===== src/rtl/pc_gen.sv =====
// Fetch program-counter generator: trap/jump redirect, debug halt/resume FSM, redirect alignment check.
// Optional macro PC_RVC_EN: compressed-instruction increments (2 or 4) and 2-byte alignment.
module pc_gen #(
    parameter int                    ADDR_WIDTH = 32,
    parameter int                    HOLD_WIDTH = 3,
    parameter logic [ADDR_WIDTH-1:0] RESET_ADDR = '0
) (
    input  logic                  clk_i,
    input  logic                  rst_n_i,
    input  logic [HOLD_WIDTH-1:0] hold_flag_i,
    input  logic                  jump_flag_i,
    input  logic [ADDR_WIDTH-1:0] jump_addr_i,
    input  logic                  trap_flag_i,
    input  logic [ADDR_WIDTH-1:0] trap_addr_i,
    input  logic                  halt_req_i,
    input  logic                  resume_req_i,
    input  logic                  pc_ready_i,
`ifdef PC_RVC_EN
    input  logic                  inst_is_rvc_i,
`endif
    output logic [ADDR_WIDTH-1:0] pc_o,
    output logic                  pc_valid_o,
    output logic                  halted_o,
    output logic                  misalign_o
);

`ifdef PC_RVC_EN
    localparam logic [ADDR_WIDTH-1:0] ALIGN_MASK = {{(ADDR_WIDTH-1){1'b0}}, 1'b1};
`else
    localparam logic [ADDR_WIDTH-1:0] ALIGN_MASK = {{(ADDR_WIDTH-2){1'b0}}, 2'b11};
`endif

    typedef enum logic [1:0] {
        BOOT = 2'd0,
        RUN  = 2'd1,
        HALT = 2'd2
    } state_t;

    state_t                  state;
    state_t                  state_next;
    logic                    hold;
    logic                    accept;
    logic                    redirect;
    logic [ADDR_WIDTH-1:0]   redirect_target;
    logic [ADDR_WIDTH-1:0]   inc;

    function automatic logic [ADDR_WIDTH-1:0] align_addr(input logic [ADDR_WIDTH-1:0] addr);
        return addr & ~ALIGN_MASK;
    endfunction

    function automatic logic is_misaligned(input logic [ADDR_WIDTH-1:0] addr);
        return |(addr & ALIGN_MASK);
    endfunction

    assign hold            = |hold_flag_i;
    assign accept          = pc_valid_o && pc_ready_i;
    assign redirect        = trap_flag_i || jump_flag_i;
    // Trap wins over jump; only the winner is aligned and checked.
    assign redirect_target = trap_flag_i ? trap_addr_i : jump_addr_i;

`ifdef PC_RVC_EN
    assign inc = inst_is_rvc_i ? ADDR_WIDTH'(2) : ADDR_WIDTH'(4);
`else
    assign inc = ADDR_WIDTH'(4);
`endif

    always_ff @(posedge clk_i or negedge rst_n_i) begin
        if (!rst_n_i) begin
            state <= BOOT;
        end else begin
            state <= state_next;
        end
    end

    always_comb begin
        state_next = state;
        case (state)
            BOOT:    state_next = RUN;
            RUN:     if (halt_req_i)   state_next = HALT;
            HALT:    if (resume_req_i) state_next = RUN;
            default: state_next = BOOT;
        endcase
    end

    always_comb begin
        pc_valid_o = 1'b0;
        halted_o   = 1'b0;
        case (state)
            RUN:     pc_valid_o = !hold;
            HALT:    halted_o   = 1'b1;
            default: ;
        endcase
    end

    // An un-accepted request keeps pc_o stable; only a redirect may retarget it.
    always_ff @(posedge clk_i or negedge rst_n_i) begin
        if (!rst_n_i) begin
            pc_o       <= RESET_ADDR;
            misalign_o <= 1'b0;
        end else if (state != BOOT) begin
            if (redirect) begin
                pc_o       <= align_addr(redirect_target);
                misalign_o <= is_misaligned(redirect_target);
            end else begin
                misalign_o <= 1'b0;
                if (!hold && accept) begin
                    pc_o <= pc_o + inc;
                end
            end
        end else begin
            misalign_o <= 1'b0;
        end
    end

endmodule


===== config.mk =====
export PLATFORM = sky130hd
export DESIGN_NAME = pc_gen
export DESIGN_NICKNAME = d
export VERILOG_FILES = /design/src/rtl/pc_gen.sv
export SDC_FILE = /design/constraint.sdc
export NUM_CORES = 1
export LEC_CHECK = 0
export BUFFER_PORTS_ARGS = -buffer_cell sky130_fd_sc_hd__buf_4
export CAP_MARGIN = 20
export CORE_UTILIZATION = 47
export DETAILED_ROUTE_END_ITERATION = 12
export GPL_ROUTABILITY_DRIVEN = 0
export PLACE_DENSITY = 0.8
export SKIP_CTS_REPAIR_TIMING = 1
export SLEW_MARGIN = 10
export SYNTH_ARGS = -nofsm -noshare
export SYNTH_HDL_FRONTEND = slang
export SYNTH_SLANG_ARGS = --single-unit

===== constraint.sdc =====
create_clock -name clk_i -period 4.9 [get_ports clk_i]
set_input_delay 0.735 -clock clk_i [delete_from_list [all_inputs] [get_ports clk_i]]
set_output_delay 0.735 -clock clk_i [all_outputs]
set_load 0.005 [all_outputs]

Word-level counts from Yosys, hierarchy flattened
Cells that the tools add are included.
{"block": "totals", "out_inout_bits": 35, "n_memories": 0, "regBits": 35, "inputBits": 74, "mem_bits_rw": 0, "mem_bits_ro": 0, "latchBits": 0}
{"block": "op_classes", "n_addsub": 1, "mux": 10, "shift": 0, "n_lt_le_gt_ge": 0, "eq_ne": 4, "reduce_logical": 11, "mul": 0, "div": 0, "n_bitwise": 0}
{"op": "32-bit 2-to-1 mux", "n": 3}
{"op": "32-bit by 3-bit adder with 32-bit output, second input constant", "n": 1}
{"op": "2-bit one-hot mux with 3 select lines", "n": 1}
{"op": "1-bit 2-to-1 mux", "n": 4}
{"op": "2-bit 2-to-1 mux", "n": 2}
{"op": "2-bit inequality test, second input constant", "n": 2}
{"op": "2-bit AND reduction", "n": 2}
{"op": "2-bit nonzero test", "n": 2}
{"op": "3-bit OR reduction", "n": 1}
{"op": "2-bit by 1-bit == test with 1-bit output, second input constant", "n": 1}
{"op": "2-bit == test, second input constant", "n": 1}
{"op": "1-bit logical AND", "n": 2}
{"op": "2-bit zero test", "n": 1}
{"op": "2-bit OR reduction", "n": 1}
{"op": "1-bit zero test", "n": 1}
{"op": "1-bit logical OR", "n": 1}

Depth between registers and ports, before layout
Gate-level depths: netlist (run 1).
{"block": "depth", "word_depth": 7, "depth_mapped": 8, "depth_no_buf": 6}

Worst setup path before layout (run 1)
No wires, ideal clock.
{"block": "synth_path", "path_kind": "input -> register", "from": "input hold_flag_i[1]", "to": "register pc_o[23]", "t_arrival_ns": 2.241, "stages": 5, "setup_slack_ns": 2.590, "path_cell_list": "or4b_4 > o31a_1 > buf_6 > or4_1 > nand3_1"}
{"block": "synth_via", "elab_chain_len": 7}
{"element": "from (decl)", "line_no": "10", "rtl": "input logic [HOLD_WIDTH-1:0] hold_flag_i,"}
{"element": "3-bit OR reduction *", "line_no": "55", "rtl": "assign hold = |hold_flag_i;"}
{"element": "1-bit zero test *", "line_no": "89, 106"}
{"element": "1-bit 2-to-1 mux", "line_no": "88", "rtl": "case (state)"}
{"element": "1-bit logical AND", "line_no": "56", "rtl": "assign accept = pc_valid_o && pc_ready_i;"}
{"element": "1-bit logical AND *", "line_no": "106", "rtl": "if (!hold && accept) begin"}
{"element": "2-bit nonzero test (no source line) *"}
{"element": "2-bit AND reduction (no source line) *"}
{"element": "to (signal assigned)", "line_no": "102", "rtl": "pc_o <= align_addr(redirect_target);"}
{"element": "to (signal assigned)", "line_no": "107", "rtl": "pc_o <= pc_o + inc;"}
{"element": "to (decl)", "line_no": "21", "rtl": "output logic [ADDR_WIDTH-1:0] pc_o,"}
Every way passes the cells marked *; elsewhere a longest branch is shown, timed or not.
A chain may end at the register's enable or synchronous reset.

Worst setup path in the final report (run 1)
{"block": "layout_path", "from": "input hold_flag_i[1]", "to": "register pc_o[31]"}
Same word-level chain as after synthesis.

==> impl_metrics.json, run 1 <==
{
  "outcome": "complete, no violations",
  "detailed_place_hpwl_mm": 5.25,
  "drv_slew": 0,
  "ant_nets": 0,
  "setup_tns_ns": 0,
  "cp_max_fo": 26,
  "ys_warn_count": 0,
  "avgRoutedWirePerCell_um": 16.0,
  "drt_pass1_iterations": 5,
  "drc": 0,
  "grt_use_total_pct": 27.3,
  "synth_flop_cell": "dfrtp_1",
  "layout_commonest_cell": "buf_4",
  "critPathRequiredTime_ns": 5.12,
  "finalSetupViolCount": 0,
  "fin_nets": 463,
  "fin_crit_sh_pct": 51.2,
  "antenna_found_initial": 0,
  "ys_types": 49,
  "slew_headroom_pct": 32.4,
  "die_w_um": 72.7,
  "power.leakage_nw": 1.40,
  "vias": 2822,
  "criticalPathCategory": "primary input to flop",
  "core_area_sq_mm": 0.00475,
  "cts_tree": "done",
  "layout_common_cells": "110 x buf_4, 46 x o21ai_0, 33 x dfrtp_1, 25 x nor2_1, 21 x nand2_1",
  "synth.avg_cell_area_sq_um": 7.95,
  "fin_area_sq_mm": 0.00324,
  "n_antenna_cell": 0,
  "grt_pass1_wl_mm": 11.3,
  "finClkSkew_ns": 0.00498,
  "ys_ff_latch": 33,
  "synth_cells": 295,
  "die_height_um": 72.7,
  "crit_arrival_ns": 2.73,
  "grt_max_degree": 37,
  "dieArea_sq_mm": 0.00528,
  "peakVddDrop_mv": 0.307,
  "cts-buffers-inserted": 5,
  "clkTransAtPathRegs_ns": 0.07,
  "synthToLayoutAreaGrowth_pct": 37.9,
  "drive_above_1_share_pct": 31.4,
  "pre_cts_ws_ns": 2.09,
  "clock.fmax_mhz": 399,
  "synth_edf_count": 0,
  "num_io_pins": 109,
  "postPlaceCellArea_sq_mm": 0.00315,
  "endpoint_kind": "flop",
  "seq_area_frac_synth_pct": 35.2,
  "htreeDepth": 2,
  "fin_crit_ns": 2.51,
  "clock_path_buffers": 2,
  "routed_via_density": 6.20,
  "port_buffers": 106,
  "power.density_mw_per_mm2": 464,
  "root_buffer": "clkbuf_8",
  "worst_pin_slew_ns": 1.01,
  "cp-start-kind": "primary input",
  "rsz0062_at_grt": "no",
  "hold_path.class": "primary input to asynchronous set/reset pin",
  "clk_latency_ns": 0.29,
  "timing.final.ws_setup_ns": 2.39,
  "finalHoldViolCount": 0,
  "globalRouteOverflowTotal": 0,
  "ys_async_sr_fraction_pct": 100,
  "start_util_pct": 49.3,
  "grt_pass1_vias": 2501,
  "core.rowCount": 25,
  "drtIter0Drc": 282,
  "cap_violations": 0,
  "wirelength_mm": 7.28,
  "cts.sinks": 33,
  "syn_area_sq_mm": 0.00235
}
cell type report:
cell class                 count  area (sq um)
inverter                       6          22.5
fill                         426          1520
clock buffer                   7          86.3
timing repair buffer         110           826
multi-input combinational    232          1390
tap                           67          83.8
sequential                    33           826
critical path: stages:
cell and delay [ns]:
buf_4 0.11, or4b_4 0.51, o31a_1 0.54, or3_1 0.42
or3_1 0.32, nand3_1 0.09
cells in the mapped netlist (all sizes together) (2+ instances only):
cell      n  area share [%]
nor2     25             4.0
o311ai    2            0.75
a22o      4             1.5
a21oi    12             2.6
a221oi    6             2.2
o2bb2ai   4             1.5
a31oi     5             1.3
nand2    21             3.4
nand4    14             3.7
o31ai     2            0.64
nor3      4            0.85
a22oi    13             4.2
o21ai    46             9.8
inv       6            0.96
o211ai    4             1.3
nand3    17             3.6
clkbuf   19             3.0
o31a      5             1.9
dfrtp    33              35
or4       3            0.96
and3      5             1.3
and2      3            0.80
a222oi    3             1.3
o22ai     3            0.80
or3       4             1.1
buf       6             1.8
nor4      5             1.9
mux2i     2            0.85
nor3b     2            0.64
metrics by stage:
| stage | hold slack, ns | cells | util (%) | power [mW] |
|---|---|---|---|---|
| detailed placement | 0.553 | 448 | 66.2 | 1.29 |
| global placement | 0.537 | 448 | 66.2 | 1.25 |
| finish | 0.387 | 455 | 68.1 | 1.50 |
| floorplan | 0.439 | 296 | - | 0.912 |
| global route | 0.422 | 455 | 68.1 | 1.60 |
| CTS | 0.400 | 455 | 68.1 | 1.49 |
registers in the layout, summed over array words and instances (netlist names):
signal	flops
state	2
misalign_o	1
pc_o	30
cell families after synthesis:
logic type | after synthesis | synth area share [%]
other | 1 | 0.160
adder cells (fa/ha/maj) | 1 | 0.533
multiplexers | 3 | 1.33
AND/OR/NAND/NOR | 110 | 24.7
buffers and inverters | 31 | 5.76
flip-flops | 33 | 35.2
AO/OA/AOI/OAI | 116 | 32.3
where the power goes:
part / switching (mW) / internal (mW) / total [mW]
logic: 0.292 / 0.344 / 0.636
registers: 0.249 / 0.408 / 0.657
clock network: 0.0965 / 0.111 / 0.208
total: 0.638 / 0.863 / 1.50
metal layers:
layer,routed length (um),GRT usage [%]
met5,0,0
met4,111,6.75
met3,578,5.52
met2,3480,45.3
met1,3110,36.6
path summary, 6_finish.rpt:
check                               startpoint    endpoint  slack [ns]  depth (start not counted)
worst min-delay path                   rst_n_i    pc_o[23]        0.39                          1
worst max register to register         pc_o[2]    pc_o[22]        2.46                          6
worst max-delay path            hold_flag_i[1]    pc_o[31]        2.39                          6
max in group asynchronous              rst_n_i  misalign_o        4.20                          1
worst min register to register        pc_o[12]    pc_o[12]        0.58                          1
min in group clk_i                    pc_o[12]    pc_o[12]        0.58                          1
Note: power is estimated with default switching activity, not from simulation.
==> inputs of run 2 (changes only) <==
==> constraint.sdc (replaced) <==
create_clock -name clk_i -period 2.4 [get_ports clk_i]
set_input_delay 0.36 -clock clk_i [delete_from_list [all_inputs] [get_ports clk_i]]
set_output_delay 0.36 -clock clk_i [all_outputs]
set_load 0.005 [all_outputs]
==> run 2 against run 1 <==
  * Die area unchanged
  * Sequential power up 100%
  * Clock skew down 0.00084 ns
  * Critical path depth shrank 1
  * Wire length increased by 2.0%
  * Design area rose by 1.9%
  * Clock power is 110% higher
  * Largest power group is now combinational cells
  * Count of clock-buffer cells in the layout unchanged
  * Non-clock buffer count rose by 8
  * Sequential share of layout area fell by 0.47 points
  * Via count decreased by 0.28%
  * Register-to-register slack got worse by 2.2 ns
==> impl_metrics.json, run 2 (synthesis results as in run 1) <==
{
  "dieArea_sq_mm": 0.00528,
  "p_switching_mw": 1.31,
  "endpoint_kind": "flop",
  "seqPwrFrac_pct": 42.6,
  "fin_nets": 471,
  "setup_tns_ns": 0,
  "root_buffer": "clkbuf_8",
  "p_comb_share_pct": 43.5,
  "clk_latency_ns": 0.29,
  "cp_max_fo": 14,
  "holdWs_ns": 0.0113,
  "num_io_pins": 109,
  "synthToLayoutAreaGrowth_pct": 40.5,
  "wl_met2_mm": 3.65,
  "power.leakage_nw": 1.44,
  "detailed_place_hpwl_mm": 5.40,
  "outcome": "complete, no violations",
  "highest_layer": "met4",
  "core_area_sq_mm": 0.00475,
  "largest-register": "pc_o",
  "fillers": 431,
  "wl_met1_mm": 3.24,
  "largest_reg_flops": 30,
  "drive_above_1_share_pct": 32.8,
  "globalRouteOverflowTotal": 0,
  "finalHoldViolCount": 0,
  "internal-power_mw": 1.79,
  "reg_top3": "pc_o (30), state (2), misalign_o (1)",
  "drv_slew": 0,
  "ff_latch_area_sq_um": 826,
  "start_util_pct": 49.3,
  "clock_path_buffers": 2,
  "dr_wl_met3_um": 493,
  "fin_crit_sh_pct": 90.5,
  "hold_path.class": "primary input to asynchronous set/reset pin",
  "finClkSkew_ns": 0.00414,
  "n_antenna_cell": 0,
  "rsz0062_at_grt": "no",
  "swShare_pct": 42.2,
  "grt_pass1_wl_mm": 12.0,
  "ant_nets": 0,
  "crit_arrival_ns": 2.40,
  "avgRoutedWirePerCell_um": 16.0,
  "criticalPathCategory": "flop to flop",
  "htreeDepth": 2,
  "clock_power_share_pct": 14.0,
  "reg2reg_from": "state[1]",
  "rrSetupSlack_ns": 0.23,
  "power.density_mw_per_mm2": 941,
  "critPathRequiredTime_ns": 2.63,
  "clock.fmax_mhz": 460,
  "drt_pass1_iterations": 5,
  "routed_via_density": 6.08,
  "clkTransAtPathRegs_ns": 0.07,
  "layout_common_cells": "118 x buf_4, 46 x o21ai_0, 33 x dfrtp_1, 25 x nor2_1, 21 x nand2_1",
  "cts.sinks": 33,
  "drtIter0Drc": 299,
  "cp-start-kind": "flop",
  "layout_commonest_cell": "buf_4",
  "cap_violations": 0,
  "drc": 0,
  "finalSetupViolCount": 0,
  "core.rowCount": 25,
  "peakVddDrop_mv": 0.436,
  "die_height_um": 72.7,
  "grt_pass1_vias": 2527,
  "multi_input_area_sq_mm": 0.00139,
  "startpoint": "state[1]",
  "worst_pin_slew_ns": 1.05,
  "cts_tree": "done",
  "antenna_found_initial": 0,
  "slew_headroom_pct": 29.4,
  "vias": 2814,
  "cts-buffers-inserted": 5,
  "port_buffers": 106,
  "grt_use_total_pct": 29.1,
  "wirelength_mm": 7.42,
  "fin_crit_ns": 2.17,
  "grt_max_degree": 34,
  "die_w_um": 72.7
}
-- run 2: worst paths after layout --
check                            to  cells after the start
max                        pc_o[31]                      5
min                        pc_o[23]                      1
max reg2reg                pc_o[31]                      5
min reg2reg                pc_o[31]                      2
max in group asynchronous   pc_o[2]                      1
min in group clk_i         state[1]                      3
-- run 2: per-stage QoR --
stage	power, mW	std cells	setup slack, ns	area (sq um)	util [%]
6_report	3.10	463	0.228	3300	69.3
5_1_grt	3.33	463	0.113	3300	69.3
4_1_cts	3.09	463	0.235	3300	69.3
3_5_place_dp	2.66	456	0.180	3210	67.5
3_3_place_gp	2.61	456	0.204	3210	67.5
2_1_floorplan	1.86	296	0.395	2350	-
-- run 2: power groups by stage --
stage,Clock [mW],Sequential [mW],Combinational [mW]
detailed placement,0,1.31,1.35
global placement,0,1.30,1.31
global route,0.454,1.38,1.49
finish,0.433,1.32,1.35
CTS,0.430,1.30,1.35
floorplan,0,1.18,0.687
-- run 2: worst max-delay path, cell delays in order, from the launching register on --
cell	delay, ns
dfrtp_1	0.39
or4b_4	0.55
o31a_1	0.42
or3_1	0.36
or3_1	0.30
nand3_1	0.08
-- run 2: metal layers --
layer	vias to the layer above	track usage, %
met5	-	0
met4	0	6.10
met3	5	5.25
met2	120	46.4
met1	1353	41.6
li1	1336	-
-- run 2: area by class of cell --
| cell class | count | share of cell area [%] |
|---|---|---|
| clock buffer | 7 | 2.62 |
| inverter | 6 | 0.683 |
| multi-input combinational | 232 | 42.2 |
| sequential | 33 | 25.1 |
| tap | 67 | 2.54 |
| timing repair buffer | 118 | 26.9 |
